[config.mk]
export PLATFORM = sky130hd
export DESIGN_NAME = pe_row_ctx_sequencer_flat
export DESIGN_NICKNAME = d
export VERILOG_FILES = /design/src/rtl/pe_row_ctx_sequencer_pkg.sv /design/src/rtl/pe_row_ctx_sequencer_if.sv /design/src/rtl/pe_ctx_ram.sv /design/src/rtl/pe_row_ctx_sequencer.sv /design/src/flat_wrapper.sv
export SDC_FILE = /design/constraint.sdc
export NUM_CORES = 1
export LEC_CHECK = 0
export CORE_MARGIN = 3
export CORE_UTILIZATION = 38
export DETAILED_ROUTE_END_ITERATION = 10
export SYNTH_ARGS = -nofsm -noshare
export SYNTH_HDL_FRONTEND = slang
export SYNTH_SLANG_ARGS = --single-unit
[constraint.sdc]
create_clock -name clk -period 19.3 [get_ports clk]
set_input_delay 2.895 -clock clk [delete_from_list [all_inputs] [get_ports clk]]
set_output_delay 2.895 -clock clk [all_outputs]
set_load 0.05 [all_outputs]
[src/rtl/pe_row_ctx_sequencer_pkg.sv]
// Shared widths, the NOP word and the sequencer state encoding for the PE row
// context sequencer.
package pe_row_ctx_sequencer_pkg;

  localparam int PE_I_W   = 12;
  localparam int L_I_W    = 16;
  localparam int Config_W = L_I_W + 4 * PE_I_W;

  localparam logic [Config_W-1:0] CFG_NOP = '0;

  localparam logic [1:0] ST_IDLE  = 2'd0;
  localparam logic [1:0] ST_RUN   = 2'd1;
  localparam logic [1:0] ST_DRAIN = 2'd2;
  localparam logic [1:0] ST_DONE  = 2'd3;

  typedef enum logic [1:0] {
    IDLE  = ST_IDLE,
    RUN   = ST_RUN,
    DRAIN = ST_DRAIN,
    DONE  = ST_DONE
  } state_t;

endpackage

[src/rtl/pe_row_ctx_sequencer_if.sv]
// Host-facing bundle of the context sequencer: RAM load port, launch/control
// inputs, and the configuration stream plus status towards the PE row.
interface pe_row_ctx_sequencer_if
  import pe_row_ctx_sequencer_pkg::*;
#(
  parameter int CFG_W  = Config_W,
  parameter int AW     = 4,
  parameter int ITER_W = 16
);
  // Flow control: a word on config_buffer is consumed on every RUN cycle where
  // stall is low; with stall high the whole stream (words, counters) freezes.
  logic              cfg_wr_en;
  logic [AW-1:0]     cfg_wr_addr;
  logic [CFG_W-1:0]  cfg_wr_data;
  logic              start;
  logic [AW:0]       ctx_len;
  logic [ITER_W-1:0] iter_num;
  logic              stall;
  logic              abort;
  logic [CFG_W-1:0]  config_buffer;
  logic              busy;
  logic              done;
  logic [AW-1:0]     ctx_idx;
  logic [ITER_W-1:0] iter_idx;
  logic              wr_err;
  state_t            state;

  modport master (
    output cfg_wr_en, cfg_wr_addr, cfg_wr_data, start, ctx_len, iter_num, stall, abort,
    input  config_buffer, busy, done, ctx_idx, iter_idx, wr_err, state
  );

  modport slave (
    input  cfg_wr_en, cfg_wr_addr, cfg_wr_data, start, ctx_len, iter_num, stall, abort,
    output config_buffer, busy, done, ctx_idx, iter_idx, wr_err, state
  );
endinterface

[src/rtl/pe_ctx_ram.sv]
// Context storage: one synchronous write port and one combinational read port;
// a read of the slot being written returns the incoming data.
module pe_ctx_ram #(
  parameter int CFG_W = 64,
  parameter int DEPTH = 16,
  parameter int AW    = $clog2(DEPTH)
) (
  input  logic             clk,
  input  logic             i_we,
  input  logic [AW-1:0]    i_waddr,
  input  logic [CFG_W-1:0] i_wdata,
  input  logic [AW-1:0]    i_raddr,
  output logic [CFG_W-1:0] o_rdata
);

  logic [CFG_W-1:0] r_mem [DEPTH];

  always_ff @(posedge clk) begin
    if (i_we) r_mem[i_waddr] <= i_wdata;
  end

  assign o_rdata = (i_we && (i_waddr == i_raddr)) ? i_wdata : r_mem[i_raddr];

endmodule

[src/rtl/pe_row_ctx_sequencer.sv]
// Replays the stored row contexts for a programmed number of iterations, then
// flushes the PE row with NOP words and pulses done.
module pe_row_ctx_sequencer
  import pe_row_ctx_sequencer_pkg::*;
#(
  parameter int CFG_W     = Config_W,
  parameter int DEPTH     = 16,
  parameter int AW        = $clog2(DEPTH),
  parameter int ITER_W    = 16,
  parameter int DRAIN_CYC = 4
) (
  input  logic clk,
  input  logic rst,
  pe_row_ctx_sequencer_if.slave bus
);

  localparam int DW = (DRAIN_CYC > 1) ? $clog2(DRAIN_CYC) : 1;
  localparam logic [AW:0] LEN_MAX = (AW+1)'(DEPTH);

  state_t            r_state, w_state_nxt;
  logic [CFG_W-1:0]  r_cfg, w_cfg_nxt;
  logic [AW-1:0]     r_ctx_idx, w_ctx_nxt;
  logic [ITER_W-1:0] r_iter_idx, w_iter_nxt;
  logic [AW:0]       r_ctx_len, w_len_nxt;
  logic [ITER_W-1:0] r_iter_num, w_num_nxt;
  logic [DW-1:0]     r_drain, w_drain_nxt;
  logic              r_wr_err;

  logic              w_busy;
  logic              w_ram_we;
  logic [AW:0]       w_len_sat;
  logic              w_last_ctx;
  logic              w_last_iter;
  logic [AW-1:0]     w_ctx_inc;
  logic [AW-1:0]     w_rd_addr;
  logic [CFG_W-1:0]  w_rd_data;

  assign w_busy      = (r_state == RUN) || (r_state == DRAIN);
  assign w_ram_we    = bus.cfg_wr_en && !w_busy;
  assign w_len_sat   = (bus.ctx_len > LEN_MAX) ? LEN_MAX : bus.ctx_len;
  assign w_last_ctx  = ({1'b0, r_ctx_idx} == (r_ctx_len - (AW+1)'(1)));
  assign w_last_iter = (r_iter_idx == (r_iter_num - ITER_W'(1)));
  assign w_ctx_inc   = w_last_ctx ? '0 : (r_ctx_idx + AW'(1));
  // In IDLE the read port already points at slot 0 so the first word is ready at start.
  assign w_rd_addr   = (r_state == RUN) ? w_ctx_inc : '0;

  pe_ctx_ram #(
    .CFG_W (CFG_W),
    .DEPTH (DEPTH),
    .AW    (AW)
  ) u_ram (
    .clk     (clk),
    .i_we    (w_ram_we),
    .i_waddr (bus.cfg_wr_addr),
    .i_wdata (bus.cfg_wr_data),
    .i_raddr (w_rd_addr),
    .o_rdata (w_rd_data)
  );

  always_comb begin
    w_state_nxt = r_state;
    w_cfg_nxt   = r_cfg;
    w_ctx_nxt   = r_ctx_idx;
    w_iter_nxt  = r_iter_idx;
    w_len_nxt   = r_ctx_len;
    w_num_nxt   = r_iter_num;
    w_drain_nxt = r_drain;
    case (r_state)
      IDLE: begin
        if (bus.start) begin
          w_len_nxt   = w_len_sat;
          w_num_nxt   = bus.iter_num;
          w_ctx_nxt   = '0;
          w_iter_nxt  = '0;
          w_drain_nxt = '0;
          if ((w_len_sat == '0) || (bus.iter_num == '0)) begin
            w_state_nxt = DONE;
          end else begin
            w_state_nxt = RUN;
            w_cfg_nxt   = w_rd_data;
          end
        end
      end
      RUN: begin
        if (bus.abort) begin
          w_state_nxt = IDLE;
          w_cfg_nxt   = CFG_NOP;
          w_ctx_nxt   = '0;
          w_iter_nxt  = '0;
        end else if (!bus.stall) begin
          if (w_last_ctx && w_last_iter) begin
            w_state_nxt = DRAIN;
            w_cfg_nxt   = CFG_NOP;
            w_ctx_nxt   = '0;
            w_drain_nxt = '0;
          end else begin
            w_ctx_nxt = w_ctx_inc;
            w_cfg_nxt = w_rd_data;
            if (w_last_ctx) w_iter_nxt = r_iter_idx + ITER_W'(1);
          end
        end
      end
      DRAIN: begin
        if (bus.abort) begin
          w_state_nxt = IDLE;
          w_cfg_nxt   = CFG_NOP;
          w_ctx_nxt   = '0;
          w_iter_nxt  = '0;
        end else if (!bus.stall) begin
          if (r_drain == DW'(DRAIN_CYC - 1)) w_state_nxt = DONE;
          else                               w_drain_nxt = r_drain + DW'(1);
        end
      end
      DONE:    w_state_nxt = IDLE;
      default: w_state_nxt = IDLE;
    endcase
  end

  always_ff @(posedge clk or negedge rst) begin
    if (!rst) begin
      r_state    <= IDLE;
      r_cfg      <= CFG_NOP;
      r_ctx_idx  <= '0;
      r_iter_idx <= '0;
      r_ctx_len  <= '0;
      r_iter_num <= '0;
      r_drain    <= '0;
      r_wr_err   <= 1'b0;
    end else begin
      r_state    <= w_state_nxt;
      r_cfg      <= w_cfg_nxt;
      r_ctx_idx  <= w_ctx_nxt;
      r_iter_idx <= w_iter_nxt;
      r_ctx_len  <= w_len_nxt;
      r_iter_num <= w_num_nxt;
      r_drain    <= w_drain_nxt;
      r_wr_err   <= bus.cfg_wr_en && w_busy;
    end
  end

  assign bus.config_buffer = r_cfg;
  assign bus.busy          = w_busy;
  assign bus.done          = (r_state == DONE);
  assign bus.ctx_idx       = r_ctx_idx;
  assign bus.iter_idx      = r_iter_idx;
  assign bus.wr_err        = r_wr_err;
  assign bus.state         = r_state;

endmodule

[src/flat_wrapper.sv]
// flat-port wrapper written by rule: the top's interface ports become plain ports
module pe_row_ctx_sequencer_flat import pe_row_ctx_sequencer_pkg::*;
#(
  parameter int CFG_W     = Config_W,
  parameter int DEPTH     = 16,
  parameter int AW        = $clog2(DEPTH),
  parameter int ITER_W    = 16,
  parameter int DRAIN_CYC = 4
)
  (clk, rst, bus_cfg_wr_en, bus_cfg_wr_addr, bus_cfg_wr_data, bus_start, bus_ctx_len, bus_iter_num, bus_stall, bus_abort, bus_config_buffer, bus_busy, bus_done, bus_ctx_idx, bus_iter_idx, bus_wr_err, bus_state);
  pe_row_ctx_sequencer_if #(.CFG_W(CFG_W), .AW(AW), .ITER_W(ITER_W)) bus_i ();
  input  logic clk;
  input  logic rst;
  input wire logic [$bits(bus_i.cfg_wr_en)-1:0] bus_cfg_wr_en;
  input wire logic [$bits(bus_i.cfg_wr_addr)-1:0] bus_cfg_wr_addr;
  input wire logic [$bits(bus_i.cfg_wr_data)-1:0] bus_cfg_wr_data;
  input wire logic [$bits(bus_i.start)-1:0] bus_start;
  input wire logic [$bits(bus_i.ctx_len)-1:0] bus_ctx_len;
  input wire logic [$bits(bus_i.iter_num)-1:0] bus_iter_num;
  input wire logic [$bits(bus_i.stall)-1:0] bus_stall;
  input wire logic [$bits(bus_i.abort)-1:0] bus_abort;
  output wire logic [$bits(bus_i.config_buffer)-1:0] bus_config_buffer;
  output wire logic [$bits(bus_i.busy)-1:0] bus_busy;
  output wire logic [$bits(bus_i.done)-1:0] bus_done;
  output wire logic [$bits(bus_i.ctx_idx)-1:0] bus_ctx_idx;
  output wire logic [$bits(bus_i.iter_idx)-1:0] bus_iter_idx;
  output wire logic [$bits(bus_i.wr_err)-1:0] bus_wr_err;
  output wire logic [$bits(bus_i.state)-1:0] bus_state;
  assign bus_i.cfg_wr_en = bus_cfg_wr_en;
  assign bus_i.cfg_wr_addr = bus_cfg_wr_addr;
  assign bus_i.cfg_wr_data = bus_cfg_wr_data;
  assign bus_i.start = bus_start;
  assign bus_i.ctx_len = bus_ctx_len;
  assign bus_i.iter_num = bus_iter_num;
  assign bus_i.stall = bus_stall;
  assign bus_i.abort = bus_abort;
  assign bus_config_buffer = bus_i.config_buffer;
  assign bus_busy = bus_i.busy;
  assign bus_done = bus_i.done;
  assign bus_ctx_idx = bus_i.ctx_idx;
  assign bus_iter_idx = bus_i.iter_idx;
  assign bus_wr_err = bus_i.wr_err;
  assign bus_state = bus_i.state;
  pe_row_ctx_sequencer #(.CFG_W(CFG_W), .DEPTH(DEPTH), .AW(AW), .ITER_W(ITER_W), .DRAIN_CYC(DRAIN_CYC)) u_core (.clk(clk), .rst(rst), .bus(bus_i));
endmodule
==> results of run 1 <==
final cells by class:
cell class,instances,area [µm²]
tap,1536,1920
inverter,11,41.3
sequential,1134,33500
fill,10300,65500
clock buffer,152,3100
timing repair buffer,232,2210
multi-input combinational,1663,11100
clock inverter,65,722
antenna,3,7.51
through the flow:
| stage | cells | utilization |
|---|---|---|
| 4_1_cts | 4793 | 0.446 |
| 3_5_place_dp | 4576 | 0.413 |
| 2_1_floorplan | 3035 | - |
| 3_3_place_gp | 4576 | 0.413 |
| 6_report | 4796 | 0.446 |
| 5_1_grt | 4793 | 0.446 |
registers in the layout, summed over array words and instances (netlist names):
register                  flops
u_core.u_ram.r_mem         1024
u_core.bus.config_buffer     64
u_core.bus.iter_idx          16
u_core.r_iter_num            16
u_core.r_ctx_len              5
u_core.bus.ctx_idx            4
u_core.bus.state              2
u_core.r_drain                2
u_core.bus.wr_err             1
final timing paths:
path | startpoint | end | slack [ns] | cells after the start
hold reg to reg | u_core.r_ctx_len[1] | u_core.r_ctx_len[1] | 0.52 | 2
setup reg to reg | u_core.bus.ctx_idx[0] | u_core.bus.config_buffer[25] | 14.02 | 9
hold / removal | u_core.r_ctx_len[1] | u_core.r_ctx_len[1] | 0.52 | 2
setup / recovery | bus_cfg_wr_en | u_core.u_ram.r_mem[8][12] | 13.65 | 5
min in group asynchronous | rst | u_core.r_iter_num[6] | 2.14 | 1
max in group asynchronous | rst | u_core.bus.ctx_idx[0] | 15.65 | 2
synth_stat cells (16+ instances only):
cell          n  area share
edfxtp_1   1024        0.68
nor2_1      216       0.018
clkbuf_1    201       0.017
o21ai_0     147       0.016
nor3_1      142       0.016
mux2i_1     135       0.030
o22ai_1     128       0.018
dfrtp_1     110       0.061
nand2_1     104      0.0086
nand3_1      79      0.0087
nor4_1       72      0.0099
and3_1       70      0.0097
o211ai_1     66       0.011
a211oi_1     65       0.011
a221o_1      65       0.014
o2bb2ai_1    64       0.012
o31a_1       64       0.012
o32ai_1      64       0.012
buf_1        22      0.0018
nand2b_1     22      0.0030
xor2_1       18      0.0035
mux2_2       17      0.0042
a21oi_1      16      0.0018
power groups by stage:
stage                     Clock [mW]  Sequential (mW)  Combinational [mW]
after CTS                       2.29             2.96                2.72
final                           2.25             2.95                2.73
after global routing            2.39             2.97                2.93
after detailed placement           0             3.01                2.72
after floorplan                    0             3.14                1.68
after global placement             0             3.01                2.68
tightest hold or removal path, delay by kind of cell (launching register included):
kind / cells / cell delay, ns
flops: 1 / 0.37
compound gates: 1 / 0.06
simple gates: 1 / 0.05
kinds of logic (layout without fill, tap and decap cells):
group,Yosys count,after routing,synth area share
flops,1134,1134,0.740
simple gates,761,761,0.0825
compound gates,709,709,0.114
buf+inv,238,460,0.0200
mux,154,154,0.0349
xor+xnor,29,29,0.00561
fa+ha+maj,10,10,0.00276
other cells,0,3,0
routing by layer:
layer  routed length, µm  global-route usage  share of wire  vias up
met3                8420              0.0301          0.069      158
li1                    -                   -              -    12400
met1               53400               0.273           0.44    14200
met2               56900               0.311           0.47     1058
met4                2480              0.0514          0.021        2
met5                  13                   0        0.00011        -
==> flow_summary_export.csv, run 1 <==
group,metric,value,unit
run_status,status,"complete, no violations",
synth,syn_inst,3035,
cells_and_area,postLayoutCellArea,52600,µm²
sta,worst_slew_pin_slew,1.17,ns
clock_tree,clkSinkCount,1134,
place,hpwlAfterDp,63700,µm
grt,grt_first_pass_wirelength,180000,µm
pwr,seqPwrFrac,0.373,
floorplan,die_w,351,µm
drt,detail_route.first_pass.iterations,7,
sta,timing.max_slew.rel_slack,0.218,
synth,synth.yosys.warnings,0,
place,port_buffers,183,
pwr,design_power_total,7.93,mW
place,globalplace.congestion,0.783,
synth,yosysSeqAreaShare,0.740,
setup_path,stage_delay_of_the_slowest_cell_on_the_critical_path,0.90,ns
pwr,leakagePower,16.8,nW
flow_run,max_cap_viol_count,0,
place,dpl_worst_slack,12.97,ns
cells_and_area,finish.net_count,3261,
cells_and_area,syn2layout_area_growth,16.2,%
clock_tree,clk-insertion-delay-late,0.70,ns
setup_path,start_kind,"primary input",
clock_tree,clock_slew_at_the_register_clock_pins_of_the_worst_setup_and_hold_paths,0.06,ns
clock_tree,tritoncts,"yes",
floorplan,initial_utilization,0.383,
clock_tree,postCtsHoldBufs,0,
setup_path,path_cells,"clkdlybuf4s50_1, nor2b_1, nand3b_1, nor3_2, buf_4",
synth,flop_and_latch_count_out_of_synthesis,1134,
pwr,p_comb_frac,0.344,
pwr,power_density,151,nW/µm²
floorplan,fp.dieH,351,µm
sta,setup_repair_after_global_routing_missed_its_margin,"no",
sta,slew_viol_final,0,
setup_path,path_max_fanout,54,
sta,fin_ws,13.65,ns
sta,final.period_utilization,0.293,
synth,syn_nets,3140,
sta,final.setup_skew,0.0355,ns
setup_path,critical_path_start_end_classification,"primary input to flip-flop",
cells_and_area,final_common_cell,"edfxtp_1",
clock_tree,cts-buffers-inserted,114,
floorplan,number_of_ports_placed_on_the_die_boundary,184,
pwr,power_switching,2.86,mW
grt,number_of_global_route_vias_before_repair,27300,
synth,post_synth_num_cell_types,61,
floorplan,fp.coreArea,118000,µm²
setup_path,timing.critical_path.slowest_stage_cell,"buf_4",
sta,fmax,0.177,GHz
place,dpl-instance-area,48800,µm²
sta,setup_viol_count_final,0,
setup_path,critical_path.endpoint_type,"flip-flop",
worst_hold_path,timing.hold.worst.class,"flip-flop to flip-flop",
drt,starting_drt_drc_count,2759,
grt,grt_remaining_overflow,0,
synth,ys.flop_type,"edfxtp_1",
drt,detailroute.via_count,27800,
clock_tree,cts.path.max_buffers,3,
pwr,ir_worst_vdd,0.174,mV
clock_tree,clock_tree.htree_level_count,3,
clock_tree,cts_resized,0,
clock_tree,cts_setup_buffers,0,
synth,share_of_flip_flops_with_an_asynchronous_set_or_reset,0.0970,
floorplan,row_count,126,
drt,drt-total-wl,121000,µm
setup_path,worst-endpoint-arrival,5.95,ns
synth,synth_enable_flop_cells,1024,
grt,initial_antenna_violation_count,4,
drt,drcViolationCount,0,
clock_tree,clock_tree.root_cell,"clkbuf_16",
sta,hold_ws,0.515,ns
pwr,p_int,5.07,mW
drt,detail_route.wl_per_cell,25.3,µm
pwr,switching_share,0.361,
setup_path,required,19.60,ns
floorplan,die-area,123000,µm²
cells_and_area,most_frequent_cells_in_the_layout,"edfxtp_1, nor2_1, clkdlybuf4s50_1",
sta,setup-tns-final,0,ns
drt,via_per_inst,5.80,
sta,period_minus_slack,5.65,ns
setup_path,timing.critical_path.buf_inv,2,
synth,synth.cell_area,45300,µm²
sta,finalHoldViolCount,0,
pwr,clockPowerShare,0.284,
synth,synthesis.area_per_instance,14.9,µm²
grt,globalRouteTotalUtil,0.193,
cells_and_area,post_route_cells_drive_above_1_share,0.0841,
drt,final_antenna_net_count,0,
grt,grt_start_max_net_pins,152,
setup_path,critical_path.top_delay_family,"buffers and inverters",
Note: power is estimated with default switching activity, not from simulation.
==> run 2, diff against run 1 <==
clock period = 5.09 ns   (was 19.3 ns; I/O delays follow)
==> run 2 against run 1 <==
Effect of this change:
- clock power grew to 3.8 times the previous value
- final cell count grew 0.25%
- non-clock buffer count grew 16
- clock-buffer cell count grew 9
- first-iteration DRC count grew 17%
- global-route usage grew 0.73 points
- worst setup slack lost 13 ns
- wire length grew 4.2%
- power grew to 3.8 times the previous value
- core utilization grew 0.32 points
- largest power group unchanged
==> flow_summary_export.csv, run 2 (same netlist as run 1, synthesis figures left out) <==
group,metric,value,unit
grt,number_of_global_route_vias_before_repair,27400,
sta,setup-tns-final,0,ns
pwr,power_density,572,nW/µm²
clock_tree,clock_slew_at_the_register_clock_pins_of_the_worst_setup_and_hold_paths,0.06,ns
drt,final_antenna_net_count,0,
setup_path,critical_path.endpoint_type,"flip-flop",
cells_and_area,final_common_cell,"edfxtp_1",
floorplan,row_count,126,
sta,timing.max_slew.rel_slack,0.188,
place,dpl-instance-area,49200,µm²
drt,detailroute.via_count,28300,
flow_run,max_cap_viol_count,0,
sta,slew_viol_final,0,
drt,detail_route.wl_per_cell,26.3,µm
pwr,ir_worst_vdd,0.941,mV
clock_tree,clock_tree.htree_level_count,3,
drt,drcViolationCount,0,
grt,initial_antenna_violation_count,10,
grt,grt_first_pass_wirelength,184000,µm
floorplan,number_of_ports_placed_on_the_die_boundary,184,
setup_path,required,5.72,ns
floorplan,fp.dieH,351,µm
setup_path,start_kind,"flip-flop",
clock_tree,cts_setup_buffers,0,
grt,grt_start_max_net_pins,199,
clock_tree,clk-insertion-delay-late,0.71,ns
sta,worst_slew_pin_slew,1.22,ns
setup_path,path_cells,"inv_1, ha_1, nor3b_1, xnor2_1, a41oi_1, and2_4, o32ai_1, o2111a_2, a211oi_4, buf_4, a221o_1",
sta,setup_viol_count_final,0,
clock_tree,cts-buffers-inserted,112,
cells_and_area,post_route_cells_drive_above_1_share,0.0920,
setup_path,path_max_fanout,64,
floorplan,die_w,351,µm
sta,finalHoldViolCount,0,
run_status,status,"complete, no violations",
clock_tree,clkSinkCount,1134,
pwr,leakagePower,17.0,nW
setup_path,worst-endpoint-arrival,4.91,ns
setup_path,stage_delay_of_the_slowest_cell_on_the_critical_path,0.92,ns
cells_and_area,postLayoutCellArea,53000,µm²
worst_hold_path,timing.hold.worst.class,"primary input to asynchronous set/reset pin",
setup_path,timing.critical_path.slowest_stage_cell,"buf_4",
clock_tree,tritoncts,"yes",
drt,via_per_inst,5.88,
setup_path,critical_path.top_delay_family,"compound AO/OA/AOI/OAI gates",
sta,period_minus_slack,4.29,ns
floorplan,initial_utilization,0.383,
cells_and_area,syn2layout_area_growth,17.1,%
clock_tree,postCtsHoldBufs,0,
drt,drt-total-wl,126000,µm
clock_tree,cts.path.max_buffers,3,
cells_and_area,finish.net_count,3275,
clock_tree,cts_resized,0,
drt,starting_drt_drc_count,3237,
pwr,design_power_total,30.3,mW
drt,detail_route.first_pass.iterations,5,
setup_path,critical_path_start_end_classification,"flip-flop to flip-flop",
cells_and_area,largest_register_ff_count,1024,
sta,fmax,0.233,GHz
grt,globalRouteTotalUtil,0.200,
sta,setup_repair_after_global_routing_missed_its_margin,"no",
setup_path,timing.critical_path.buf_inv,2,
cells_and_area,registers.top_by_ff_count,"u_core.u_ram.r_mem",
sta,final.period_utilization,0.842,
sta,final.setup_skew,0.0275,ns
place,globalplace.congestion,0.780,
clock_tree,clock_tree.root_cell,"clkbuf_16",
place,port_buffers,183,
cells_and_area,most_frequent_cells_in_the_layout,"edfxtp_1, nor2_1, clkdlybuf4s50_1",
floorplan,die-area,123000,µm²
floorplan,fp.coreArea,118000,µm²
place,hpwlAfterDp,61700,µm
grt,grt_remaining_overflow,0,
==> run 2: changes by cell type in the layout (fill, tap and decap cells not counted), sizes merged <==
cell	change
clkbuf	+9
clkinvlp	+4
buf	+16
diode	-1
inv	+2
bufinv	-4
clkinv	-14
==> run 2: stage by stage <==
| step | hold WS [ns] | worst slack [ns] | std cells | util |
|---|---|---|---|---|
| after floorplan | 0.468 | -0.0883 | 3035 | - |
| after CTS | 0.0369 | 0.844 | 4806 | 0.449 |
| after global placement | 0.497 | 0.925 | 4592 | 0.416 |
| after global routing | 0.0931 | 0.537 | 4806 | 0.449 |
| after detailed placement | 0.499 | 0.874 | 4592 | 0.416 |
| final | 0.0749 | 0.803 | 4808 | 0.449 |
==> run 2: cell type report <==
class | instances | area, µm²
tap | 1536 | 1920
sequential | 1134 | 33500
timing repair buffer | 248 | 2570
inverter | 11 | 41.3
multi-input combinational | 1663 | 11100
clock buffer | 161 | 3190
fill | 10200 | 65100
clock inverter | 53 | 636
antenna | 2 | 5.00
==> run 2: worst paths after layout <==
check	slack [ns]	to	cells after the start	startpoint
min	0.07	u_core.r_iter_num[12]	1	rst
max in group asynchronous	3.90	u_core.bus.config_buffer[10]	2	rst
max reg2reg	0.80	u_core.bus.config_buffer[8]	11	u_core.r_ctx_len[0]
min reg2reg	0.52	u_core.bus.config_buffer[27]	1	u_core.bus.config_buffer[27]
max	0.80	u_core.bus.config_buffer[8]	11	u_core.r_ctx_len[0]
min in group clk	0.52	u_core.bus.config_buffer[27]	1	u_core.bus.config_buffer[27]
==> run 2: report_power, final <==
group          total (mW)  internal, mW  switching [mW]
logic                10.7          3.60            7.05
clock network        8.49          4.90            3.59
registers            11.2          10.7           0.442
total                30.3          19.2            11.1
==> run 2: per-layer routing <==
metal | routed length [µm] | vias to the layer above | track usage | share of wire
met5 | 80 | - | 0 | 0.00063
li1 | - | 12400 | - | -
met4 | 2600 | 12 | 0.0514 | 0.021
met3 | 10100 | 171 | 0.0389 | 0.080
met1 | 54500 | 14400 | 0.283 | 0.43
met2 | 58900 | 1179 | 0.319 | 0.47
